## config.mk

```make
export PLATFORM = sky130hd
export DESIGN_NAME = b01_serial_tx
export DESIGN_NICKNAME = d
export VERILOG_FILES = /design/src/rtl/b01_serial_tx.sv
export SDC_FILE = /design/constraint.sdc
export NUM_CORES = 1
export LEC_CHECK = 0
export ABC_AREA = 1
export CAP_MARGIN = 30
export CORE_MARGIN = 2
export CORE_UTILIZATION = 53
export DETAILED_ROUTE_END_ITERATION = 7
export GPL_TIMING_DRIVEN = 0
export PLACE_DENSITY = 0.84
export SYNTH_ARGS = -nofsm -noshare
export SYNTH_HDL_FRONTEND = slang
export SYNTH_SLANG_ARGS = --single-unit
```

## constraint.sdc

```tcl
create_clock -name clock -period 2.95 [get_ports clock]
set_input_delay 0.59 -clock clock [delete_from_list [all_inputs] [get_ports clock]]
set_output_delay 0.59 -clock clock [all_outputs]
set_load 0.03 [all_outputs]
```

## src/rtl/b01_serial_tx.sv

```systemverilog
// Word-pair serializer / response collector for the b01 serial-flow FSM.
// Optional build macro B01_TX_MSB_FIRST_EN selects MSB-first bit order (default LSB-first).
module b01_serial_tx #(
    parameter int WIDTH  = 8,
    parameter int RX_LAT = 1,
    parameter int GAP    = 1
) (
    input  logic             clock,
    input  logic             RESET_G,
    input  logic             in_valid,
    output logic             in_ready,
    input  logic [WIDTH-1:0] in_a,
    input  logic [WIDTH-1:0] in_b,
    output logic             LINE1,
    output logic             LINE2,
    input  logic             OUTP_REG,
    input  logic             OVERFLW_REG,
    output logic             busy,
    output logic [WIDTH-1:0] result,
    output logic             result_ovf,
    output logic             result_valid
);

    localparam int CW = $clog2(WIDTH + RX_LAT);
    localparam int GW = 4;

    typedef enum logic [1:0] {
        ST_IDLE,
        ST_SHIFT,
        ST_DRAIN,
        ST_GAP
    } state_t;

`ifdef B01_TX_MSB_FIRST_EN
    function automatic logic first_bit(input logic [WIDTH-1:0] w);
        return w[WIDTH-1];
    endfunction

    function automatic logic [WIDTH-1:0] advance(input logic [WIDTH-1:0] w);
        return {w[WIDTH-2:0], 1'b0};
    endfunction

    // First response pushed ends up in the MSB after WIDTH pushes.
    function automatic logic [WIDTH-1:0] push(input logic [WIDTH-1:0] acc, input logic b);
        return {acc[WIDTH-2:0], b};
    endfunction
`else
    function automatic logic first_bit(input logic [WIDTH-1:0] w);
        return w[0];
    endfunction

    function automatic logic [WIDTH-1:0] advance(input logic [WIDTH-1:0] w);
        return {1'b0, w[WIDTH-1:1]};
    endfunction

    // First response pushed ends up in the LSB after WIDTH pushes.
    function automatic logic [WIDTH-1:0] push(input logic [WIDTH-1:0] acc, input logic b);
        return {b, acc[WIDTH-1:1]};
    endfunction
`endif

    state_t           state_reg, state_next;
    logic [CW-1:0]    cnt_reg, cnt_next;
    logic [GW-1:0]    gap_cnt_reg, gap_cnt_next;
    logic [WIDTH-1:0] sh_a_reg, sh_a_next;
    logic [WIDTH-1:0] sh_b_reg, sh_b_next;
    logic             line1_reg, line1_next;
    logic             line2_reg, line2_next;
    logic             in_ready_reg, in_ready_next;
    logic [WIDTH-1:0] acc_reg, acc_next;
    logic             ovf_acc_reg, ovf_acc_next;
    logic [WIDTH-1:0] result_reg, result_next;
    logic             result_ovf_reg, result_ovf_next;
    logic             result_valid_reg, result_valid_next;
    logic             sample;

    always_ff @(posedge clock) begin
        if (RESET_G) begin
            state_reg        <= ST_IDLE;
            cnt_reg          <= '0;
            gap_cnt_reg      <= '0;
            sh_a_reg         <= '0;
            sh_b_reg         <= '0;
            line1_reg        <= 1'b0;
            line2_reg        <= 1'b0;
            in_ready_reg     <= 1'b0;
            acc_reg          <= '0;
            ovf_acc_reg      <= 1'b0;
            result_reg       <= '0;
            result_ovf_reg   <= 1'b0;
            result_valid_reg <= 1'b0;
        end else begin
            state_reg        <= state_next;
            cnt_reg          <= cnt_next;
            gap_cnt_reg      <= gap_cnt_next;
            sh_a_reg         <= sh_a_next;
            sh_b_reg         <= sh_b_next;
            line1_reg        <= line1_next;
            line2_reg        <= line2_next;
            in_ready_reg     <= in_ready_next;
            acc_reg          <= acc_next;
            ovf_acc_reg      <= ovf_acc_next;
            result_reg       <= result_next;
            result_ovf_reg   <= result_ovf_next;
            result_valid_reg <= result_valid_next;
        end
    end

    always_comb begin
        state_next        = state_reg;
        cnt_next          = cnt_reg;
        gap_cnt_next      = gap_cnt_reg;
        sh_a_next         = sh_a_reg;
        sh_b_next         = sh_b_reg;
        line1_next        = 1'b0;
        line2_next        = 1'b0;
        acc_next          = acc_reg;
        ovf_acc_next      = ovf_acc_reg;
        result_next       = result_reg;
        result_ovf_next   = result_ovf_reg;
        result_valid_next = 1'b0;

        // The counter runs continuously through SHIFT and DRAIN, so the
        // response to bit k arrives exactly when cnt_reg == k + RX_LAT.
        sample = ((state_reg == ST_SHIFT) || (state_reg == ST_DRAIN)) &&
                 (cnt_reg >= CW'(RX_LAT));
        if (sample) begin
            acc_next     = push(acc_reg, OUTP_REG);
            ovf_acc_next = ovf_acc_reg | OVERFLW_REG;
        end

        case (state_reg)
            ST_IDLE: begin
                if (in_valid && in_ready_reg) begin
                    state_next   = ST_SHIFT;
                    cnt_next     = '0;
                    line1_next   = first_bit(in_a);
                    line2_next   = first_bit(in_b);
                    sh_a_next    = advance(in_a);
                    sh_b_next    = advance(in_b);
                    acc_next     = '0;
                    ovf_acc_next = 1'b0;
                end
            end
            ST_SHIFT: begin
                cnt_next = cnt_reg + 1'b1;
                if (cnt_reg == CW'(WIDTH - 1)) begin
                    state_next = ST_DRAIN;
                end else begin
                    line1_next = first_bit(sh_a_reg);
                    line2_next = first_bit(sh_b_reg);
                    sh_a_next  = advance(sh_a_reg);
                    sh_b_next  = advance(sh_b_reg);
                end
            end
            ST_DRAIN: begin
                if (cnt_reg == CW'(WIDTH + RX_LAT - 1)) begin
                    result_next       = acc_next;
                    result_ovf_next   = ovf_acc_next;
                    result_valid_next = 1'b1;
                    cnt_next          = '0;
                    gap_cnt_next      = '0;
                    state_next        = (GAP == 0) ? ST_IDLE : ST_GAP;
                end else begin
                    cnt_next = cnt_reg + 1'b1;
                end
            end
            ST_GAP: begin
                if (gap_cnt_reg == GW'(GAP - 1)) begin
                    state_next = ST_IDLE;
                end else begin
                    gap_cnt_next = gap_cnt_reg + 1'b1;
                end
            end
            default: begin
                state_next = ST_IDLE;
            end
        endcase

        // Registered ready: rises the cycle the FSM lands in IDLE.
        in_ready_next = (state_next == ST_IDLE);
    end

    assign in_ready     = in_ready_reg;
    assign LINE1        = line1_reg;
    assign LINE2        = line2_reg;
    assign busy         = (state_reg != ST_IDLE);
    assign result       = result_reg;
    assign result_ovf   = result_ovf_reg;
    assign result_valid = result_valid_reg;

endmodule

```

* After elaboration in Yosys (flattened, before gate mapping) *
Index checks and enable logic that the tools add are counted.

cells by class
  add/sub/neg operators = 2
  magnitude comparators = 1
  equal/unequal tests = 9
  muxes and demuxes = 30
  bitwise operators = 2
  reduce and logical (&&, ||, !) cells = 15

operator list
  kind                 number
  $mux 8               7
  $pmux 8 s2           2
  $mux 4               4
  $pmux 4 s3           1
  $add 4x1->4 const B  2
  $mux 1               8
  $mux 2               4
  $pmux 2 s4           1
  $pmux 4 s2           1
  $ne 2x2->1 const B   3
  $reduce_and 3->1     2
  $reduce_bool 2->1    3
  $eq 2x2->1 const B   2
  $eq 4x3->1 const B   1
  $eq 4x4->1 const B   1
  $ge 4x1->1 const B   1
  $logic_not 2->1      2
  $logic_not 4->1      1
  $pmux 1 s2           2
  $reduce_and 2->1     2
  $reduce_bool 3->1    1
  $eq 2x1->1 const B   1
  $logic_and 1x1->1    2
  $ne 2x1->1 const B   1
  4 further kinds      4

word-level totals
  register bits = 48
  bits of input ports = 21
  logic and storage cells = 72

* Logic depth before layout (Yosys ltp) *
Gate-level depths: netlist of the first run.

  depth in word-level cells = 6
  gate-level depth with buffers = 11

* Worst setup path after synthesis of the first run *
OpenSTA, ideal clock, no wires.

  path kind = register to register
  start point = register state_reg[0]
  end point = register sh_a_reg[0]
  arrival = 1.427 ns
  required time = 2.839 ns
  setup slack = 1.412 ns
  cell stages (with the launch flop) = 10
  period minus slack after synthesis = 1.538 ns
  path through = dfxtp_1 > inv_1 > ha_1 > nand2_1 > inv_2 > a21oi_4 > buf_2 > nand3_1 > nand2_1 > nor2_2

between the ends
  word-level cells in the longest chain between the ends = 3
  elaborated cells on any way between the ends = 7

ends and longest elaborated chain
  what                                                                     RTL line  RTL
  from (decl)                                                              62        state_t state_reg, state_next;
  from (signal assigned)                                                   93        state_reg <= state_next;
  $eq 2x1->1 / $logic_not 2->1 (equally long branches)                     132       case (state_reg)
  $ne 2x2->1 (no source line) / $reduce_bool 2->1 (equally long branches)  -
  $reduce_and 3->1 (no source line)                                        -
  to (signal assigned)                                                     96        sh_a_reg <= sh_a_next;
  to (decl)                                                                65        logic [WIDTH-1:0] sh_a_reg, sh_a_next;

Parallel ways exist; a longest one is shown, timed or not.
A chain may end at the register's enable or synchronous reset.

* Worst setup path after layout of the first run *
  start point = register state_reg[0]
  end point = output port busy

between the ends
  word-level cells in the longest chain between the ends = 1

ends and longest elaborated chain
  what               RTL line  RTL
  $reduce_bool 2->1  187       assign busy = (state_reg != ST_IDLE);
  to (decl)          18        output logic busy,

No other way between the ends.

==> results of run 1 <==
## placed cells by master (no fill, tap or decap), types with 8 or more instances in the layout
cell type | synthesis | routed
mux2i_1 | 12 | 12
o21a_1 | 8 | 8
o21ai_1 | 10 | 10
nand2_1 | 73 | 73
ha_1 | 9 | 9
inv_1 | 35 | 35
dfxtp_1 | 46 | 46
clkdlybuf4s50_1 | 0 | 34
nand3_1 | 29 | 29
a21oi_1 | 11 | 11
nor2_1 | 28 | 28
nor2_2 | 20 | 20
## metal layers
layer  vias up  global-route usage (%)  wire length (microns)
li1       1071                       -                      -
met1       918                    26.2                   2160
met2        48                    35.1                   2250
met3         7                    5.34                    255
met4         0                    5.98                     59
met5         -                       0                      0
## worst register-to-register path, cell delays in order (launching register included)
cell	delay, ns
dfxtp_1	0.42
inv_1	0.12
ha_1	0.29
nand2_1	0.15
inv_2	0.07
a21oi_4	0.18
buf_2	0.26
nand3_1	0.12
nand2_1	0.07
nor2_1	0.04
## where the power goes
group          total (mW)  internal (mW)  leakage, nW  switching (mW)
Clock               0.402          0.188       0.0472           0.214
Combinational       0.592          0.246        0.845           0.346
Sequential          0.759          0.706        0.374          0.0533
Total                1.75           1.14         1.27           0.613
## cells by family (layout without fill, tap and decap cells)
group,after synthesis,in the layout
flops,46,46
fa+ha+maj,9,9
mux,12,12
simple gates,158,158
xor+xnor,1,1
compound gates,36,36
buf+inv,51,93
## layout make-up
class / instances / area, sq um / area share, %
clock buffers: 6 / 82.6 / 2.95
flip-flops and latches: 46 / 921 / 32.9
clock inverters: 2 / 12.5 / 0.447
repair buffers: 34 / 340 / 12.1
well taps: 50 / 62.6 / 2.23
multi-input cells: 216 / 1170 / 41.6
plain buffers: 10 / 62.6 / 2.23
inverters: 41 / 154 / 5.49
## how the worst max path moves through the flow
stage                       end  depth (start not counted)    startpoint  slack, ns
floorplan           sh_a_reg[0]                          9  state_reg[0]       1.41
global placement           busy                          4  state_reg[0]       0.78
detailed placement         busy                          4  state_reg[0]       0.77
CTS                        busy                          4  state_reg[0]       0.43
global route               busy                          4  state_reg[0]       0.31
finish                     busy                          4  state_reg[0]       0.43
==> out/qor.csv, run 1 <==
metric;value;unit
status;completed;
drtAntennaViolNets;0;
ys_warn_count;0;
drive_gt1_share;13.2;%
wl;4730;microns
synth.area.mux_share;5.21;%
tightestPinTransition;0.728;ns
r2r_start;state_reg[0];
grt_start_max_net_pins;15;
drtPass1Iterations;4;
synth-edff-count;0;
grt_pass1_vias;1868;
antenna_found_initial;0;
synth-xor-area-share;0.380;%
seq_area_frac_synth;40.0;%
synth_adder_area_share;4.89;%
clock_tree.buffer_depth;2;
post-cts-setup-buffers;0;
synthDistinctLibCells;27;
cap_violations;0;
synthArstFlopShare;0;%
hold-path-cell-count;2;
synth-simple-area-share;30.8;%
max_stage_delay;0.68;ns
postSynthAreaPerCell;7.36;sq um
clk_pin_slew_worst_paths;0.09;ns
ctsHoldBuffers;0;
max_freq;0.397;GHz
startpoint_type;register;
ff2ff_path_depth;9;
post_cts_resized;0;
insertion_delay;0.30;ns
crit_path_end_kind;output port;
powerDensity;626;nW/um^2
slew_viol_final;0;
synth-main-ff-cell;dfxtp_1;
fin_util;68.6;%
place_congestion;0.782;
hold_viol;0;
min_from;sh_a_reg[2];
port_buffers;34;
drcViolationCount;0;
cts-buffers-inserted;5;
yosys.area.top_type;dfxtp_1;
hold_ws;0.484;ns
finalCritPeriodShare;85.5;%
hpwl;3420;microns
synth_compound_area_share;9.34;%
start_util;56.4;%
r2r-end;sh_b_reg[6];
cts-root-buf;clkbuf_8;
setup_viol;0;
grt_pass1_wl;8280;microns
pin_count;35;
area_growth;21.6;%
htreeDepth;2;
netlist_top_cells_area;dfxtp_1 40%, nand2_1 12%, nand3_1 6.3%, inv_1 5.7%, nor2_2 5.4%;
reg2reg_slack;1.14;ns
nFillCells;365;
hp-class;reg2reg;
slew_headroom;51.1;%
rows;23;
wl_per_cell;11.7;microns
ir_worst_vdd;392;uV
vias;2044;
finalSetupTns;0;ns
syn_nets;343;
synth.ff_latch_count;46;
n_antenna_cell;0;
power;1.75;mW
final_nets;384;
cp_max_fo;6;
crit_buf_inv;3;
post_dp_cell_area;2710;sq um
rsz0062_at_grt;no;
track_usage;20.8;%
fp.dieArea;4890;sq um
synth_top_family_by_area;simple AND/OR/NAND/NOR gates;
grt_overflow;0;
leakage;1.27;nW
final_cells;405;
worstPathCellList;inv_1 > ha_1 > inv_2 > clkdlybuf4s50_1;
pre_cts_slack;0.774;ns
period_needed;2.52;ns
synthTopCellsByCount;73 x nand2_1, 46 x dfxtp_1, 35 x inv_1;
synthesis.area;2300;sq um
syn_inst;313;
cp.arrival;1.93;ns
cts_tree;built;
cp.required;2.36;ns
clock-sinks;46;
fin_ws;0.429;ns
fin_area;2800;sq um
min_to;sh_a_reg[2];
die_w;69.9;microns
synth_most_common_cell;nand2_1;
dpl.cell_count;397;
clock-skew-final;0.00751;ns
first_iter_violations;155;
critical_path_class;reg2out;
synth_top_area_share;40.0;%
viasPerCell;5.05;
critical_path.top_delay_family;buffers and inverters;
cp_slowest_cell;clkdlybuf4s50_1;
chipHeight;69.9;microns
design.core.area;4090;sq um
(Power assumes the default switching activity.)
==> inputs of run 2 (changes only) <==
--- a/config.mk
+++ b/config.mk
@@ -9,6 +9,7 @@
 export CAP_MARGIN = 30
 export CORE_MARGIN = 2
 export CORE_UTILIZATION = 53
+export CTS_CLUSTER_DIAMETER = 80
 export DETAILED_ROUTE_END_ITERATION = 7
 export GPL_TIMING_DRIVEN = 0
 export PLACE_DENSITY = 0.84
==> results of run 2 <==
Final layout, timing and power as in run 1 (identical DEF).
